[src/rtl/fifo_pkg.sv]
// Shared types and parameter legality check for the parametrised synchronous FIFO.
package fifo_pkg;

  typedef enum logic [1:0] {
    EMPTY  = 2'd0,
    NORMAL = 2'd1,
    FULL   = 2'd2
  } fifo_state_t;

  // Depth must be a power of two (>=4) so pointers wrap for free; thresholds must lie inside 0..depth.
  function automatic bit fifo_params_ok(input int depth, input int af, input int ae);
    return (depth >= 4) && ((depth & (depth - 1)) == 0) &&
           (af >= 1) && (af <= depth) && (ae >= 0) && (ae < depth);
  endfunction

endpackage

[src/rtl/fifo_regfile.sv]
// FIFO storage: one-hot write decode into DEPTH x DATA_W registers, combinational read mux.
module fifo_regfile #(
  parameter int DATA_W = 32,
  parameter int DEPTH  = 8,
  localparam int ADDR_W = $clog2(DEPTH)
) (
  input  logic              clk,
  input  logic              i_wr_en,
  input  logic [ADDR_W-1:0] i_wr_addr,
  input  logic [DATA_W-1:0] i_wr_data,
  input  logic [ADDR_W-1:0] i_rd_addr,
  output logic [DATA_W-1:0] o_rd_data
);

  logic [DEPTH-1:0]  w_en;
  logic [DATA_W-1:0] r_mem [DEPTH];

  always_comb begin
    w_en            = '0;
    w_en[i_wr_addr] = i_wr_en;
  end

  // Storage is deliberately left out of reset; pointers alone define validity.
  for (genvar g = 0; g < DEPTH; g++) begin : g_entry
    always_ff @(posedge clk) begin
      if (w_en[g]) r_mem[g] <= i_wr_data;
    end
  end

  assign o_rd_data = r_mem[i_rd_addr];

endmodule

[src/rtl/param_sync_fifo.sv]
// Parametrised single-clock FIFO: pointers, occupancy, status FSM, flags, sticky errors.
module param_sync_fifo
  import fifo_pkg::*;
#(
  parameter int DATA_W   = 32,
  parameter int DEPTH    = 8,
  parameter int AF_LEVEL = DEPTH - 2,
  parameter int AE_LEVEL = 2,
  localparam int ADDR_W  = $clog2(DEPTH)
) (
  input  logic              clk,
  input  logic              reset_n,
  input  logic              clear,
  input  logic              wr_en,
  input  logic [DATA_W-1:0] wr_data,
  input  logic              rd_en,
  output logic [DATA_W-1:0] rd_data,
  output logic              rd_ack,
  output logic              wr_ack,
  output logic              full,
  output logic              empty,
  output logic              almost_full,
  output logic              almost_empty,
  output logic [ADDR_W:0]   data_count,
  output logic              ovf_err,
  output logic              udf_err
);

  localparam bit PARAMS_OK = fifo_params_ok(DEPTH, AF_LEVEL, AE_LEVEL);
  if (!PARAMS_OK) begin : g_bad_params
    $error("param_sync_fifo: illegal DEPTH/AF_LEVEL/AE_LEVEL combination");
  end

  localparam logic [ADDR_W:0]   CNT_DEPTH = (ADDR_W + 1)'(DEPTH);
  localparam logic [ADDR_W:0]   CNT_AF    = (ADDR_W + 1)'(AF_LEVEL);
  localparam logic [ADDR_W:0]   CNT_AE    = (ADDR_W + 1)'(AE_LEVEL);
  localparam logic [ADDR_W:0]   CNT_ONE   = (ADDR_W + 1)'(1);
  localparam logic [ADDR_W-1:0] PTR_ONE   = ADDR_W'(1);

  fifo_state_t       r_state, w_state_nxt;
  logic [ADDR_W-1:0] r_wr_ptr, r_rd_ptr;
  logic [ADDR_W:0]   r_count, w_count_nxt;
  logic [DATA_W-1:0] w_mem_rd, r_rd_data;
  logic              w_wr_acc, w_rd_acc;
  logic              r_wr_ack, r_rd_ack, r_af, r_ae, r_ovf, r_udf;

  // When full, a simultaneous read frees the slot the write lands in.
  assign w_wr_acc = wr_en && !clear && (!full || rd_en);
  assign w_rd_acc = rd_en && !clear && !empty;

  fifo_regfile #(.DATA_W(DATA_W), .DEPTH(DEPTH)) u_regfile (
    .clk       (clk),
    .i_wr_en   (w_wr_acc),
    .i_wr_addr (r_wr_ptr),
    .i_wr_data (wr_data),
    .i_rd_addr (r_rd_ptr),
    .o_rd_data (w_mem_rd)
  );

  always_comb begin
    w_count_nxt = r_count;
    if (w_wr_acc && !w_rd_acc)      w_count_nxt = r_count + CNT_ONE;
    else if (w_rd_acc && !w_wr_acc) w_count_nxt = r_count - CNT_ONE;
  end

  always_ff @(posedge clk or negedge reset_n) begin
    if (!reset_n) r_state <= EMPTY;
    else          r_state <= w_state_nxt;
  end

  always_comb begin
    w_state_nxt = r_state;
    if (clear) begin
      w_state_nxt = EMPTY;
    end else begin
      case (r_state)
        EMPTY:  if (w_wr_acc) w_state_nxt = NORMAL;
        NORMAL: begin
          if (w_wr_acc && !w_rd_acc && (w_count_nxt == CNT_DEPTH))  w_state_nxt = FULL;
          else if (w_rd_acc && !w_wr_acc && (w_count_nxt == '0))     w_state_nxt = EMPTY;
        end
        FULL:   if (w_rd_acc && !w_wr_acc) w_state_nxt = NORMAL;
        default: w_state_nxt = EMPTY;
      endcase
    end
  end

  always_comb begin
    full  = (r_state == FULL);
    empty = (r_state == EMPTY);
  end

  always_ff @(posedge clk or negedge reset_n) begin
    if (!reset_n) begin
      r_wr_ptr  <= '0;
      r_rd_ptr  <= '0;
      r_count   <= '0;
      r_rd_data <= '0;
      r_wr_ack  <= 1'b0;
      r_rd_ack  <= 1'b0;
      r_af      <= 1'b0;
      r_ae      <= 1'b1;
      r_ovf     <= 1'b0;
      r_udf     <= 1'b0;
    end else if (clear) begin
      r_wr_ptr  <= '0;
      r_rd_ptr  <= '0;
      r_count   <= '0;
      r_rd_data <= '0;
      r_wr_ack  <= 1'b0;
      r_rd_ack  <= 1'b0;
      r_af      <= 1'b0;
      r_ae      <= 1'b1;
      r_ovf     <= 1'b0;
      r_udf     <= 1'b0;
    end else begin
      if (w_wr_acc) r_wr_ptr <= r_wr_ptr + PTR_ONE;
      if (w_rd_acc) begin
        r_rd_ptr  <= r_rd_ptr + PTR_ONE;
        r_rd_data <= w_mem_rd;
      end
      r_count  <= w_count_nxt;
      r_wr_ack <= w_wr_acc;
      r_rd_ack <= w_rd_acc;
      // Flags follow the next count so they line up with data_count.
      r_af     <= (w_count_nxt >= CNT_AF);
      r_ae     <= (w_count_nxt <= CNT_AE);
      if (wr_en && full && !rd_en) r_ovf <= 1'b1;
      if (rd_en && empty)          r_udf <= 1'b1;
    end
  end

  assign rd_data      = r_rd_data;
  assign rd_ack       = r_rd_ack;
  assign wr_ack       = r_wr_ack;
  assign almost_full  = r_af;
  assign almost_empty = r_ae;
  assign data_count   = r_count;
  assign ovf_err      = r_ovf;
  assign udf_err      = r_udf;

endmodule

[config.mk]
export PLATFORM = sky130hd
export DESIGN_NAME = param_sync_fifo
export DESIGN_NICKNAME = d
export VERILOG_FILES = /design/src/rtl/fifo_pkg.sv /design/src/rtl/fifo_regfile.sv /design/src/rtl/param_sync_fifo.sv
export SDC_FILE = /design/constraint.sdc
export NUM_CORES = 1
export LEC_CHECK = 0
export ABC_CLOCK_PERIOD_IN_PS = 7850
export CAP_MARGIN = 30
export CORE_UTILIZATION = 40
export CTS_BUF_LIST = sky130_fd_sc_hd__clkbuf_4 sky130_fd_sc_hd__clkbuf_8 sky130_fd_sc_hd__clkbuf_16
export CTS_CLUSTER_DIAMETER = 40
export CTS_CLUSTER_SIZE = 10
export DETAILED_ROUTE_END_ITERATION = 16
export GPL_TIMING_DRIVEN = 0
export SETUP_SLACK_MARGIN = 0.1
export SYNTH_ARGS = -nofsm -noshare
export SYNTH_HDL_FRONTEND = slang
export SYNTH_SLANG_ARGS = --single-unit
[constraint.sdc]
create_clock -name clk -period 7.85 [get_ports clk]
set_clock_uncertainty 0.05 [all_clocks]
set_input_delay 1.57 -clock clk [delete_from_list [all_inputs] [get_ports clk]]
set_output_delay 1.57 -clock clk [all_outputs]
set_load 0.02 [all_outputs]
==> impl_metrics.env, run 1 <==
export IMPL_numPortBuffers=80
export IMPL_drive_above_1_share_pct=24.2
export IMPL_globalRouteOverflowTotal=0
export IMPL_ys_seq_area_share_pct=75.5
export IMPL_synth_nets=640
export IMPL_drtIter0Drc=496
export IMPL_worstSetupPathType="in2reg"
export IMPL_cts_resized=0
export IMPL_synth_mux_area_share_pct=15.0
export IMPL_cp_end_kind="flop"
export IMPL_hpwl_microns=16500
export IMPL_report_final_slew_viol_count=0
export IMPL_synth_top_family_by_area="multiplexers"
export IMPL_dieArea_sq_mm=0.0303
export IMPL_ff2ff_setup_slack_ns=4.92
export IMPL_post_route_period_util_pct=52.8
export IMPL_setup_worst_path_start_class="input port"
export IMPL_fin_nets=779
export IMPL_postCtsHoldBufs=0
export IMPL_critical_path_required_ns=8.02
export IMPL_clockRootBuffer="clkbuf_16"
export IMPL_antenna_left=0
export IMPL_grt_usage_pct=17.9
export IMPL_synth_area_top_cells="edfxtp_1 (65%), mux4_2 (12%), dfrtp_1 (10%)"
export IMPL_syn_avg_cell_area_sq_um=19.8
export IMPL_die_h_microns=174
export IMPL_use_met3_pct=3.54
export IMPL_post_cts_repair_setup_buffers=0
export IMPL_synth_warnings=0
export IMPL_synth_cell_types=47
export IMPL_rsz0062_at_grt="no"
export IMPL_final_fill_count=2317
export IMPL_cts_buffers=41
export IMPL_final_cells=1155
export IMPL_dpl_cell_area_sq_mm=0.0134
export IMPL_synth_top_flop_cell="edfxtp_1"
export IMPL_row_count=62
export IMPL_busiest_layer="met2"
export IMPL_period_minus_slack_ns=4.14
export IMPL_critPathArrivalTime_ns=4.31
export IMPL_pin_count=81
export IMPL_yosysTopAreaCell="edfxtp_1"
export IMPL_synth_common_cells="edfxtp_1 (256), mux4_2 (64), nor2_1 (54), dfrtp_1 (49)"
export IMPL_syn2layout_area_growth_pct=24.3
export IMPL_grt_util_met2_pct=30.0
export IMPL_die_w_microns=174
export IMPL_vdd_drop_max_mv=0.127
export IMPL_yosysTopAreaCellShare_pct=64.9
export IMPL_synth_seq_cells=306
export IMPL_async_reset_ff_share_pct=16.3
export IMPL_wirelength_microns=26300
export IMPL_tightest_slew_ns=0.940
export IMPL_grt_pass1_vias=6550
export IMPL_path_max_fanout=9
export IMPL_drt_pass1_iter_count=5
export IMPL_setup_viol=0
export IMPL_clock_sinks=306
export IMPL_utilization_pct=50.9
export IMPL_start_util_pct=40.9
export IMPL_core_area_sq_mm=0.0289
export IMPL_relSlewSlack_pct=37.4
export IMPL_antenna_found_initial=1
export IMPL_fin_setup_tns_ns=0
export IMPL_synth_edf_count=256
export IMPL_syn_inst=599
export IMPL_stdcell_area_sq_mm=0.0147
export IMPL_h_tree_depth=2
export IMPL_hold_class="reg2reg"
export IMPL_routed_via_density=5.42
export IMPL_cts_tree="yes"
export IMPL_dpl_cell_count=1078
export IMPL_worst_skew_pair_late_latency_ns=0.51
export IMPL_synth_area_sq_mm=0.0118
export IMPL_clk_path_buf_depth=3
export IMPL_synth_compound_area_share_pct=3.75
export IMPL_p_per_area_mw_per_mm2=262
export IMPL_clk_pin_slew_worst_paths_ns=0.05
export IMPL_synth_xor_area_share_pct=0.507
export IMPL_grt_max_degree=34
export IMPL_synth_most_common_cell="edfxtp_1"
export IMPL_use_met1_pct=23.6
export IMPL_synth_simple_gate_area_share_pct=3.20
export IMPL_drc=0
export IMPL_p_leak_nw=4.87
export IMPL_fmax_mhz=241
export IMPL_place_congestion=0.813
export IMPL_status="finished clean"
export IMPL_wl_per_cell_microns=22.7
export IMPL_drv_cap=0
export IMPL_synthAdderAreaFrac_pct=0.423
export IMPL_final_hold_violation_count=0
export IMPL_vias=6264
export IMPL_grt_first_pass_wirelength_microns=40200
[sequential cells by signal, summed over array words and instances (netlist names)]
signal,flops
r_state,2
udf_err,1
rd_ack,1
r_rd_ptr,3
almost_empty,1
u_regfile.r_mem,256
almost_full,1
wr_ack,1
data_count,4
rd_data,32
ovf_err,1
r_wr_ptr,3
[critical path, stage by stage]
cell	delay [ns]
clkdlybuf4s50_1	0.58
nor2b_2	0.21
a21boi_1	0.53
nand2b_1	0.39
nor3_2	0.60
buf_6	0.24
buf_6	0.18
[cell type report]
class	count	area, sq um	share of cell area, %
Timing Repair Buffer	96	1040	7.09
Buffer	35	176	1.20
Antenna cell	1	2.50	0.0170
Sequential cell	306	8940	60.7
Multi-Input combinational cell	252	2760	18.7
Clock buffer	62	1190	8.08
Tap cell	384	480	3.26
Clock inverter	13	110	0.748
Inverter	6	22.5	0.153
[power breakdown]
group          internal, mW  switching [mW]  total [mW]
registers              1.81          0.0183        1.82
clock network          1.09           0.647        1.73
logic                 0.136           0.162       0.298
[worst paths after layout]
check	from	end	cells after the start
max	wr_en	u_regfile.r_mem[0][6]	7
min reg2reg	udf_err	udf_err	2
max in group asynchronous	reset_n	rd_data[19]	2
max reg2reg	r_state[0]	u_regfile.r_mem[0][6]	8
min	udf_err	udf_err	2
min in group asynchronous	reset_n	rd_data[21]	1
[layer usage]
metal  vias to the layer above  share of wire (%)  wire (microns)
met3                        50                6.4            1680
li1                       2706                  -               -
met5                         -                  0               0
met4                         0                2.0             515
met2                       219                 51           13300
met1                      3289                 41           10800
[cells by family (layout without fill, tap and decap cells)]
family,Yosys count,count (layout)
and+or+nand+nor,86,86
buffers and inverters,41,212
other,0,1
DFF,306,306
AOI/OAI and AO/OA,59,59
xor gates and xnor gates,6,6
muxes,97,97
adders and majority gates,4,4
[per-stage QoR]
| step | total power, mW | worst slack, ns | hold slack, ns |
|---|---|---|---|
| after CTS | 3.89 | 3.74 | 0.452 |
| after detailed placement | 2.16 | 3.21 | 0.440 |
| final | 3.85 | 3.71 | 0.447 |
| after global placement | 2.14 | -0.500 | 0.430 |
| after global routing | 3.98 | 3.50 | 0.497 |
| after floorplan | 2.02 | 2.90 | 0.491 |
[layout by cell type, fill, tap and decap left out, types with 3 or more instances in the layout]
| master | instances |
|---|---|
| edfxtp_1 | 256 |
| clkdlybuf4s50_1 | 79 |
| mux4_2 | 64 |
| dfrtp_1 | 49 |
| nor2_1 | 48 |
| clkbuf_16 | 41 |
| a211oi_1 | 33 |
| mux2i_1 | 33 |
| clkbuf_4 | 20 |
| clkbuf_1 | 15 |
| nand2_1 | 15 |
| buf_2 | 9 |
| buf_6 | 7 |
| buf_1 | 7 |
| buf_12 | 7 |
| inv_1 | 6 |
| nor2_4 | 6 |
| clkinv_2 | 6 |
| a21oi_1 | 5 |
| ha_1 | 4 |
| inv_6 | 4 |
| nor3_2 | 3 |
| nand3_1 | 3 |
| xnor2_1 | 3 |
| nand2b_1 | 3 |
| o21ai_0 | 3 |
| buf_8 | 3 |
Note: power is estimated with default switching activity, not from simulation.
==> run 2: changes to the inputs <==
--- a/config.mk
+++ b/config.mk
@@ -5,7 +5,7 @@
 export SDC_FILE = /design/constraint.sdc
 export NUM_CORES = 1
 export LEC_CHECK = 0
-export ABC_CLOCK_PERIOD_IN_PS = 7850
+export ABC_CLOCK_PERIOD_IN_PS = 4300
 export CAP_MARGIN = 30
 export CORE_UTILIZATION = 40
 export CTS_BUF_LIST = sky130_fd_sc_hd__clkbuf_4 sky130_fd_sc_hd__clkbuf_8 sky130_fd_sc_hd__clkbuf_16
==> constraint.sdc (replaced) <==
create_clock -name clk -period 4.3 [get_ports clk]
set_clock_uncertainty 0.05 [all_clocks]
set_input_delay 0.86 -clock clk [delete_from_list [all_inputs] [get_ports clk]]
set_output_delay 0.86 -clock clk [all_outputs]
set_load 0.02 [all_outputs]
==> run 2 against run 1 <==
Wire length down 2.2%; critical path type unchanged; first-iteration DRC count grew 3.8%; global-route usage fell by 0.27 points; critical endpoint is now u_regfile.r_mem[4][11]; critical path depth is 1 lower; die area unchanged; sequential cell count unchanged; non-clock buffer count down 4.
==> impl_metrics.env, run 2 (synthesis gave the netlist of run 1 again) <==
export IMPL_globalRouteOverflowTotal=0
export IMPL_tightest_slew_ns=0.923
export IMPL_final_hold_violation_count=0
export IMPL_hpwl_microns=16400
export IMPL_worstSetupPathType="in2reg"
export IMPL_clk_path_buf_depth=3
export IMPL_antenna_left=0
export IMPL_postCtsHoldBufs=0
export IMPL_largest_reg_flops=256
export IMPL_critical_path_required_ns=4.46
export IMPL_critPathBufInv=2
export IMPL_place_congestion=0.803
export IMPL_routed_via_density=5.36
export IMPL_row_count=62
export IMPL_clk_pin_slew_worst_paths_ns=0.05
export IMPL_status="finished clean"
export IMPL_fmax_mhz=294
export IMPL_drt_pass1_iter_count=6
export IMPL_setup_worst_path_start_class="input port"
export IMPL_relSlewSlack_pct=38.5
export IMPL_dpl_cell_count=1075
export IMPL_crit_chain="clkdlybuf4s50_1 -> nor2b_2 -> a21boi_1 -> nand2b_1 -> nor2_4 -> buf_16"
export IMPL_dieArea_sq_mm=0.0303
export IMPL_critPathArrivalTime_ns=3.57
export IMPL_vdd_drop_max_mv=0.307
export IMPL_dpl_worst_slack_ns=0.402
export IMPL_period_minus_slack_ns=3.40
export IMPL_numPortBuffers=80
export IMPL_post_cts_repair_setup_buffers=0
export IMPL_slowest_stage="nor2_4"
export IMPL_power_net_switching_mw=1.56
export IMPL_pin_count=81
export IMPL_start_util_pct=40.9
export IMPL_p_seq_share_pct=44.2
export IMPL_vias=6200
export IMPL_final_common_cell="edfxtp_1"
export IMPL_syn2layout_area_growth_pct=26.5
export IMPL_rsz0062_at_grt="no"
export IMPL_cts_tree="yes"
export IMPL_core_area_sq_mm=0.0289
export IMPL_fin_nets=778
export IMPL_p_per_area_mw_per_mm2=503
export IMPL_drive_above_1_share_pct=24.2
export IMPL_drtIter0Drc=515
export IMPL_die_w_microns=174
export IMPL_path_max_fanout=18
export IMPL_setup_slack_ns=0.897
export IMPL_p_leak_nw=4.96
export IMPL_top_register="u_regfile.r_mem"
export IMPL_report_final_slew_viol_count=0
export IMPL_drv_cap=0
export IMPL_cts_buffers=44
export IMPL_setup_viol=0
export IMPL_post_route_period_util_pct=79.1
export IMPL_layout_common_cells="edfxtp_1 (256), clkdlybuf4s50_1 (79), mux4_2 (64)"
export IMPL_grt_first_pass_wirelength_microns=39600
export IMPL_hold_class="in2async"
export IMPL_clock_sinks=306
export IMPL_cts_resized=0
export IMPL_worst_skew_pair_late_latency_ns=0.52
export IMPL_wirelength_microns=25700
export IMPL_slowest_delay_ns=0.74
export IMPL_drc=0
export IMPL_grt_max_degree=34
export IMPL_crit_family="simple AND/OR/NAND/NOR gates"
export IMPL_grt_pass1_vias=6550
export IMPL_cp_end_kind="flop"
export IMPL_whs_ns=0.255
export IMPL_h_tree_depth=2
export IMPL_antenna_found_initial=1
export IMPL_clockRootBuffer="clkbuf_16"
export IMPL_p_clk_share_pct=48.6
export IMPL_grt_usage_pct=17.6
export IMPL_final_cells=1157
export IMPL_wl_per_cell_microns=22.2
export IMPL_swShare_pct=20.7
export IMPL_combPwrFrac_pct=7.2
export IMPL_internal_power_mw=5.98
export IMPL_die_h_microns=174
-- run 2: layout make-up --
class | instances | area [sq um]
multi-input cells | 252 | 2770
inverters | 6 | 22.5
clock buffers | 62 | 1270
clock inverters | 19 | 270
flip-flops and latches | 306 | 8940
plain buffers | 35 | 176
repair buffers | 92 | 1050
diodes | 1 | 2.50
well taps | 384 | 480
fillers | 2260 | 14000
-- run 2: through the flow --
stage | total power [mW] | setup TNS [ns] | cell area, sq um | util (%)
floorplan | 3.69 | 0 | 11900 | -
global placement | 3.90 | -349.41 | 13100 | 45.4
detailed placement | 3.94 | 0 | 13400 | 46.4
CTS | 7.61 | 0 | 15000 | 51.8
global route | 7.78 | 0 | 15000 | 51.8
finish | 7.53 | 0 | 15000 | 51.8
-- run 2: metal layers --
layer	global-route usage [%]	up-vias	wire (microns)
met4	5.19	0	489
met3	3.41	47	1470
met1	23.0	3231	10600
li1	-	2715	-
met5	0	-	0
met2	29.8	207	13100
-- run 2: path summary, 6_finish.rpt --
path | startpoint | end | slack [ns] | cells past startpoint
hold reg to reg | ovf_err | ovf_err | 0.45 | 2
setup / recovery | clear | u_regfile.r_mem[4][11] | 0.90 | 6
hold / removal | reset_n | rd_data[22] | 0.25 | 1
setup reg to reg | r_state[0] | u_regfile.r_mem[4][11] | 1.42 | 7
min in group clk | ovf_err | ovf_err | 0.45 | 2
max in group asynchronous | reset_n | rd_data[16] | 3.34 | 2
-- run 2: power groups by stage --
stage	clock network (mW)	logic [mW]	registers, mW
2_1_floorplan	0	0.269	3.42
3_3_place_gp	0	0.517	3.39
3_5_place_dp	0	0.549	3.39
4_1_cts	3.73	0.552	3.33
5_1_grt	3.86	0.587	3.34
6_report	3.66	0.541	3.33
